--- config.mk ---
export PLATFORM = sky130hd
export DESIGN_NAME = uart_tx_scheduler_flat
export DESIGN_NICKNAME = d
export VERILOG_FILES = /design/src/rtl/uart_tx_scheduler_pkg.sv /design/src/rtl/uart_tx_scheduler_if.sv /design/src/rtl/uart_tx_scheduler_rr_arbiter.sv /design/src/rtl/uart_tx_scheduler.sv /design/src/flat_wrapper.sv
export SDC_FILE = /design/constraint.sdc
export NUM_CORES = 1
export LEC_CHECK = 0
export CORE_AREA = 2 2 47 93
export CTS_BUF_LIST = sky130_fd_sc_hd__clkbuf_4 sky130_fd_sc_hd__clkbuf_8
export DETAILED_ROUTE_END_ITERATION = 7
export DIE_AREA = 0 0 49 95
export PLACE_DENSITY = 0.91
export SETUP_SLACK_MARGIN = 0.15
export SYNTH_ARGS = -nofsm -noshare
export SYNTH_HDL_FRONTEND = slang
export SYNTH_HIERARCHICAL = 1
export SYNTH_SLANG_ARGS = --single-unit
--- constraint.sdc ---
create_clock -name CLK -period 8.45 [get_ports CLK]
set_clock_uncertainty 0.1 [all_clocks]
set_input_delay 1.2675 -clock CLK [delete_from_list [all_inputs] [get_ports CLK]]
set_output_delay 1.2675 -clock CLK [all_outputs]
set_load 0.01 [all_outputs]
--- src/rtl/uart_tx_scheduler_pkg.sv ---
// Shared definitions for the UART transmit scheduler: FSM encoding, UART constants
// and an index-width helper.
`timescale 1ns/1ps
package uart_tx_scheduler_pkg;

  localparam int CLKS_PER_BIT = 16;
  localparam int UART_DATA_W  = 8;

  typedef enum logic [1:0] {
    ST_IDLE      = 2'd0,
    ST_LAUNCH    = 2'd1,
    ST_WAIT_BUSY = 2'd2,
    ST_WAIT_DONE = 2'd3
  } state_t;

  // Smallest r with 2**r >= v; callers pass v >= 2 so the result is at least 1.
  function automatic int clog2(input int v);
    int r;
    r = 0;
    while ((1 << r) < v) r++;
    return r;
  endfunction

endpackage

--- src/rtl/uart_tx_scheduler_if.sv ---
// Bundle between the requesters, the scheduler and the UART transmitter.
`timescale 1ns/1ps
interface uart_tx_scheduler_if
  import uart_tx_scheduler_pkg::*;
#(
  parameter int NUM_REQ = 4,
  parameter int DATA_W  = UART_DATA_W
);
  // Handshake: req[i] is a level held until done[i] or err; gnt is one-hot from grant
  // to done/err; tx_transmit is a single-cycle pulse and tx_data/tx_par_en stay stable
  // until the UART drops tx_busy; done/err are single-cycle pulses, never together.
  logic [NUM_REQ-1:0]        req;
  logic [NUM_REQ*DATA_W-1:0] req_data;
  logic [NUM_REQ-1:0]        req_par_en;
  logic [NUM_REQ-1:0]        gnt;
  logic [NUM_REQ-1:0]        done;
  logic                      err;
  logic                      tx_transmit;
  logic [DATA_W-1:0]         tx_data;
  logic                      tx_par_en;
  logic                      tx_busy;
  state_t                    state;

  modport master (
    output req, req_data, req_par_en, tx_busy,
    input  gnt, done, err, tx_transmit, tx_data, tx_par_en, state
  );

  modport slave (
    input  req, req_data, req_par_en, tx_busy,
    output gnt, done, err, tx_transmit, tx_data, tx_par_en, state
  );

endinterface

--- src/rtl/uart_tx_scheduler_rr_arbiter.sv ---
// Combinational round-robin picker: first set req bit at or after ptr, wrapping.
`timescale 1ns/1ps
module uart_tx_scheduler_rr_arbiter #(
  parameter int NUM_REQ = 4,
  parameter int IDX_W   = 2
) (
  input  logic [NUM_REQ-1:0] req,
  input  logic [IDX_W-1:0]   ptr,
  output logic               valid,
  output logic [NUM_REQ-1:0] grant,
  output logic [IDX_W-1:0]   idx
);
  localparam int SUM_W = IDX_W + 1;

  logic [SUM_W-1:0] sum;
  logic [IDX_W-1:0] cand;

  always_comb begin
    valid = 1'b0;
    grant = '0;
    idx   = '0;
    sum   = '0;
    cand  = '0;
    for (int i = 0; i < NUM_REQ; i++) begin
      // ptr + i can reach 2*NUM_REQ-2, so one conditional subtract is a full modulo
      sum = {1'b0, ptr} + SUM_W'(i);
      if (sum >= SUM_W'(NUM_REQ)) sum = sum - SUM_W'(NUM_REQ);
      cand = sum[IDX_W-1:0];
      if (!valid && req[cand]) begin
        valid       = 1'b1;
        grant[cand] = 1'b1;
        idx         = cand;
      end
    end
  end

endmodule

--- src/rtl/uart_tx_scheduler.sv ---
// Shares one UART transmitter among NUM_REQ requesters, one full frame per grant,
// with round-robin fairness and a start timeout when busy never rises.
`timescale 1ns/1ps
module uart_tx_scheduler
  import uart_tx_scheduler_pkg::*;
#(
  parameter int NUM_REQ       = 4,
  parameter int DATA_W        = UART_DATA_W,
  parameter int START_TIMEOUT = 8
) (
  input logic                CLK,
  input logic                RST,
  uart_tx_scheduler_if.slave bus
);
  localparam int IDX_W = clog2(NUM_REQ);
  localparam int CNT_W = clog2(START_TIMEOUT);

  state_t             state, state_n;
  logic [IDX_W-1:0]   ptr, ptr_n;
  logic [IDX_W-1:0]   win, win_n;
  logic [CNT_W-1:0]   cnt, cnt_n;
  logic [NUM_REQ-1:0] gnt_n, done_n;
  logic               err_n, xmit_n, par_n;
  logic [DATA_W-1:0]  data_n, sel_data;

  logic               arb_valid;
  logic [NUM_REQ-1:0] arb_grant;
  logic [IDX_W-1:0]   arb_idx;

  uart_tx_scheduler_rr_arbiter #(
    .NUM_REQ (NUM_REQ),
    .IDX_W   (IDX_W)
  ) u_arb (
    .req   (bus.req),
    .ptr   (ptr),
    .valid (arb_valid),
    .grant (arb_grant),
    .idx   (arb_idx)
  );

  always_comb begin
    sel_data = '0;
    for (int i = 0; i < NUM_REQ; i++)
      if (arb_idx == IDX_W'(i)) sel_data = bus.req_data[i*DATA_W +: DATA_W];
  end

  assign bus.state = state;

  always_comb begin
    state_n = state;
    ptr_n   = ptr;
    win_n   = win;
    cnt_n   = cnt;
    gnt_n   = bus.gnt;
    done_n  = '0;
    err_n   = 1'b0;
    xmit_n  = 1'b0;
    data_n  = bus.tx_data;
    par_n   = bus.tx_par_en;
    case (state)
      ST_IDLE: begin
        // A busy UART (e.g. a frame left over from before reset) blocks granting
        if (arb_valid && !bus.tx_busy) begin
          gnt_n   = arb_grant;
          win_n   = arb_idx;
          data_n  = sel_data;
          par_n   = bus.req_par_en[arb_idx];
          ptr_n   = (arb_idx == IDX_W'(NUM_REQ - 1)) ? '0 : arb_idx + IDX_W'(1);
          state_n = ST_LAUNCH;
        end
      end
      ST_LAUNCH: begin
        xmit_n  = 1'b1;
        cnt_n   = '0;
        state_n = ST_WAIT_BUSY;
      end
      ST_WAIT_BUSY: begin
        if (bus.tx_busy) begin
          state_n = ST_WAIT_DONE;
        end else if (cnt == CNT_W'(START_TIMEOUT - 1)) begin
          err_n   = 1'b1;
          gnt_n   = '0;
          data_n  = '0;
          par_n   = 1'b0;
          state_n = ST_IDLE;
        end else begin
          cnt_n = cnt + CNT_W'(1);
        end
      end
      ST_WAIT_DONE: begin
        if (!bus.tx_busy) begin
          done_n[win] = 1'b1;
          gnt_n       = '0;
          state_n     = ST_IDLE;
        end
      end
      default: state_n = ST_IDLE;
    endcase
  end

  always_ff @(posedge CLK or negedge RST) begin
    if (!RST) begin
      state           <= ST_IDLE;
      ptr             <= '0;
      win             <= '0;
      cnt             <= '0;
      bus.gnt         <= '0;
      bus.done        <= '0;
      bus.err         <= 1'b0;
      bus.tx_transmit <= 1'b0;
      bus.tx_data     <= '0;
      bus.tx_par_en   <= 1'b0;
    end else begin
      state           <= state_n;
      ptr             <= ptr_n;
      win             <= win_n;
      cnt             <= cnt_n;
      bus.gnt         <= gnt_n;
      bus.done        <= done_n;
      bus.err         <= err_n;
      bus.tx_transmit <= xmit_n;
      bus.tx_data     <= data_n;
      bus.tx_par_en   <= par_n;
    end
  end

endmodule
--- src/flat_wrapper.sv ---
// flat-port wrapper written by rule: the top's interface ports become plain ports
module uart_tx_scheduler_flat import uart_tx_scheduler_pkg::*;
#(
  parameter int NUM_REQ       = 4,
  parameter int DATA_W        = UART_DATA_W,
  parameter int START_TIMEOUT = 8
)
  (CLK, RST, bus_req, bus_req_data, bus_req_par_en, bus_tx_busy, bus_gnt, bus_done, bus_err, bus_tx_transmit, bus_tx_data, bus_tx_par_en, bus_state);
  uart_tx_scheduler_if #(.NUM_REQ(NUM_REQ), .DATA_W(DATA_W)) bus_i ();
  input logic CLK;
  input logic RST;
  input wire logic [$bits(bus_i.req)-1:0] bus_req;
  input wire logic [$bits(bus_i.req_data)-1:0] bus_req_data;
  input wire logic [$bits(bus_i.req_par_en)-1:0] bus_req_par_en;
  input wire logic [$bits(bus_i.tx_busy)-1:0] bus_tx_busy;
  output wire logic [$bits(bus_i.gnt)-1:0] bus_gnt;
  output wire logic [$bits(bus_i.done)-1:0] bus_done;
  output wire logic [$bits(bus_i.err)-1:0] bus_err;
  output wire logic [$bits(bus_i.tx_transmit)-1:0] bus_tx_transmit;
  output wire logic [$bits(bus_i.tx_data)-1:0] bus_tx_data;
  output wire logic [$bits(bus_i.tx_par_en)-1:0] bus_tx_par_en;
  output wire logic [$bits(bus_i.state)-1:0] bus_state;
  assign bus_i.req = bus_req;
  assign bus_i.req_data = bus_req_data;
  assign bus_i.req_par_en = bus_req_par_en;
  assign bus_i.tx_busy = bus_tx_busy;
  assign bus_gnt = bus_i.gnt;
  assign bus_done = bus_i.done;
  assign bus_err = bus_i.err;
  assign bus_tx_transmit = bus_i.tx_transmit;
  assign bus_tx_data = bus_i.tx_data;
  assign bus_tx_par_en = bus_i.tx_par_en;
  assign bus_state = bus_i.state;
  uart_tx_scheduler #(.NUM_REQ(NUM_REQ), .DATA_W(DATA_W), .START_TIMEOUT(START_TIMEOUT)) u_core (.CLK(CLK), .RST(RST), .bus(bus_i));
endmodule
==> flow_summary.yaml <==
status:
  outcome: "completed"
global_routing:
  grt_pass1_wl_um: 8024
  grt_overflow_total: 0
  grt_max_degree: 29
  grt.total_usage_pct: 21.76
  first_global_vias: 1674
  grt_antenna_before_repair: 0
clock_tree:
  cts-root-buf: "clkbuf_8"
  hold_buffers: 0
  ctsResizeCount: 0
  cts_tree: "built"
  htreeDepth: 1
  postCtsSetupRepairBufs: 0
  clk_pin_slew_ns: 0.09
  cts_buffers: 3
  cts_buffer_depth: 2
  clock_sinks: 28
  clkLatencyLatePin_ns: 0.27
worst_setup_path:
  crit_fanout: 24
  critPathRequiredTime_ns: 8.49
  reg2reg_slack_ns: 4.08
  end_kind: "flop"
  r2r-start: "u_core/ptr[0]$_DFFE_PN0P_"
  arrival_ns: 4.86
  cpPeakStageDelay_ns: 0.68
  ff2ff_path_depth: 9
  timing.rr.end: "u_core/bus.tx_data[6]$_DFFE_PN0P_"
  slowest_stage: "a2111oi_0"
  worstSetupStartpointType: "input port"
  cp_cell_sequence: "clkdlybuf4s50_1, mux4_2, o311ai_0, a32o_1, ha_1, and3b_1, a2111oi_0, o2bb2ai_1"
  crit_type: "in2reg"
  startpoint: "bus_req[3]"
cells_and_area:
  antenna_cells: 0
  fill_cells: 321
  final_area_um2: 2618
  stdcell_count: 282
  final_layout_size_suffix_gt1_share_pct: 8.696
  num-nets-final: 285
  layout-area-overhead-vs-synth_pct: 35.93
synthesis:
  ys_seq_area_share_pct: 36.39
  syn_area_per_cell_um2: 11.07
  yosysWarnings: 6
  synth-seq-cells: 28
  synthTopCellsByArea: "dfrtp_1, ha_1, nor4bb_1"
  netlist-cell-type-count: 39
  synth_common_cells: "dfrtp_1, ha_1, and3b_1"
  yosysTopAreaCell: "dfrtp_1"
  synthesis.nets: 228
  syn-cell-area_um2: 1926
  yosysMostFrequentCell: "dfrtp_1"
  synth_edf_count: 0
  yosysTopAreaCellShare_pct: 36.39
  syn_inst: 174
  synth_ff_type: "dfrtp_1"
  async_reset_ff_share_pct: 100.0
worst_hold_path:
  whs_path_depth: 1
  min-delay-start: "u_core/bus.tx_data[1]$_DFFE_PN0P_"
  hold_end: "u_core/bus.tx_data[1]$_DFFE_PN0P_"
  hold_class: "reg2reg"
floorplan:
  dieArea_um2: 4655
  die_w_um: 49
  die_y_um: 95
  ios: 64
  start_util_pct: 48.08
  rows: 33
  core_region_area_um2: 4005
sta:
  slew-limit-headroom_pct: 39.79
  fin_setup_tns_ns: 0
  worstMarginPinSlew_ns: 0.8994
  final_hold_viol_count: 0
  fmax_mhz: 207.3
  rsz0062_at_grt: "false"
  period_share_pct: 57.09
  min_period_ns: 4.824
  maxSlewViolCount: 0
  whs_ns: 0.3962
  setup_viol: 0
detailed_routing:
  drt.antenna.violating_nets: 0
  route.detailed.drc: 0
  vias: 1714
  via_per_inst: 6.078
  drtPass1Iterations: 4
  drt-total-wl_um: 4940
  drtIter0Drc: 62
  wl_per_cell_um: 17.52
pwr:
  p_leak_uw: 0.001110
  ir_worst_vdd_v: 0.0002571
  p_per_area_nw_per_um2: 375.9
placement:
  io_buffers: 63
  place_inst: 278
  dp_hpwl_um: 3650
  place_area_um2: 2546
  place_congestion: 0.7857
run:
  drv_cap: 0
kinds of logic after synthesis:
group | count (synthesis) | synth area share (%)
AOI/OAI and AO/OA | 60 | 23.20
adders and majority gates | 11 | 7.147
buffers and inverters | 20 | 5.848
DFF | 28 | 36.39
muxes | 12 | 10.27
and+or+nand+nor | 43 | 17.15
stage by stage:
| step | total power (uW) | util (%) | setup slack, ns |
|---|---|---|---|
| 2_1_floorplan | 696.3 | - | 4.545 |
| 3_3_place_gp | 839.4 | 63.57 | 3.587 |
| 3_5_place_dp | 871.3 | 63.57 | 3.415 |
| 4_1_cts | 981.3 | 65.35 | 3.665 |
| 5_1_grt | 1051 | 65.35 | 3.477 |
| 6_report | 983.8 | 65.35 | 3.626 |
cell usage in the layout (no fill, tap or decap), types with 2 or more instances in the layout:
cell type        count
a22oi_1              8
a22o_1               8
nor4bb_1             8
a21oi_1              2
and3b_1              9
nor2_1               8
a21o_1               3
nand2_1              4
o21ai_1              7
nor4_1               2
o21ai_0              8
o2bb2ai_1            8
a2111oi_0            8
and2_1               2
a31o_2               2
clkdlybuf4s50_1     63
inv_1                8
ha_1                11
nor3_1               2
mux4_2               3
mux2_2               6
nand2b_1             2
clkbuf_8             3
nor4b_4              2
dfrtp_1             28
mux4_1               2
routing by layer:
metal | vias up | wire length [um] | part of all wire, % | track usage, %
met4 | 0 | 42 | 0.85 | 5.000
li1 | 801 | - | - | -
met3 | 4 | 335 | 6.8 | 2.848
met1 | 827 | 2085 | 42 | 27.14
met5 | - | 0 | 0 | 0
met2 | 82 | 2476 | 50 | 39.50
flip-flops by register name, summed over array words and instances (netlist names):
register                cells
u_core/bus.tx_par_en        1
u_core/cnt                  3
u_core/bus.gnt              4
u_core/bus.tx_transmit      1
u_core/bus.tx_data          8
u_core/bus.state            2
u_core/bus.err              1
u_core/win                  2
u_core/bus.done             4
u_core/ptr                  2
worst max-delay path, delay by kind of cell:
family | cells | cell delay (ns)
simple gates | 1 | 0.26
buf+inv | 1 | 0.49
fa+ha+maj | 1 | 0.62
mux | 1 | 0.63
compound gates | 4 | 1.59
final cells by class:
type	count	area (um^2)	share of cell area, %
multi-input combinational	126	1112	42.50
clock inverter	1	30.03	1.147
sequential	28	700.7	26.77
clock buffer	3	41.29	1.577
inverter	8	30.03	1.147
timing repair buffer	64	638.1	24.38
tap	52	65.06	2.486
worst max-delay path by stage:
stage	to	cells past startpoint	slack, ns
finish	u_core/bus.tx_data[6]$_DFFE_PN0P_	8	3.63
global route	u_core/bus.tx_data[6]$_DFFE_PN0P_	9	3.48
CTS	u_core/bus.tx_data[5]$_DFFE_PN0P_	9	3.66
detailed placement	u_core/bus.tx_data[5]$_DFFE_PN0P_	9	3.41
global placement	u_core/bus.tx_data[5]$_DFFE_PN0P_	9	3.59
floorplan	u_core/bus.tx_data[4]$_DFFE_PN0P_	8	4.55
power by group:
part / switching (uW) / leakage, uW / internal [uW] / total [uW]
Clock: 40.9 / 0.0000357 / 63.4 / 104
Sequential: 61.2 / 0.000364 / 182 / 243
Combinational: 332 / 0.000711 / 304 / 637
Total: 434 / 0.00111 / 550 / 984
(Power assumes the default switching activity.)
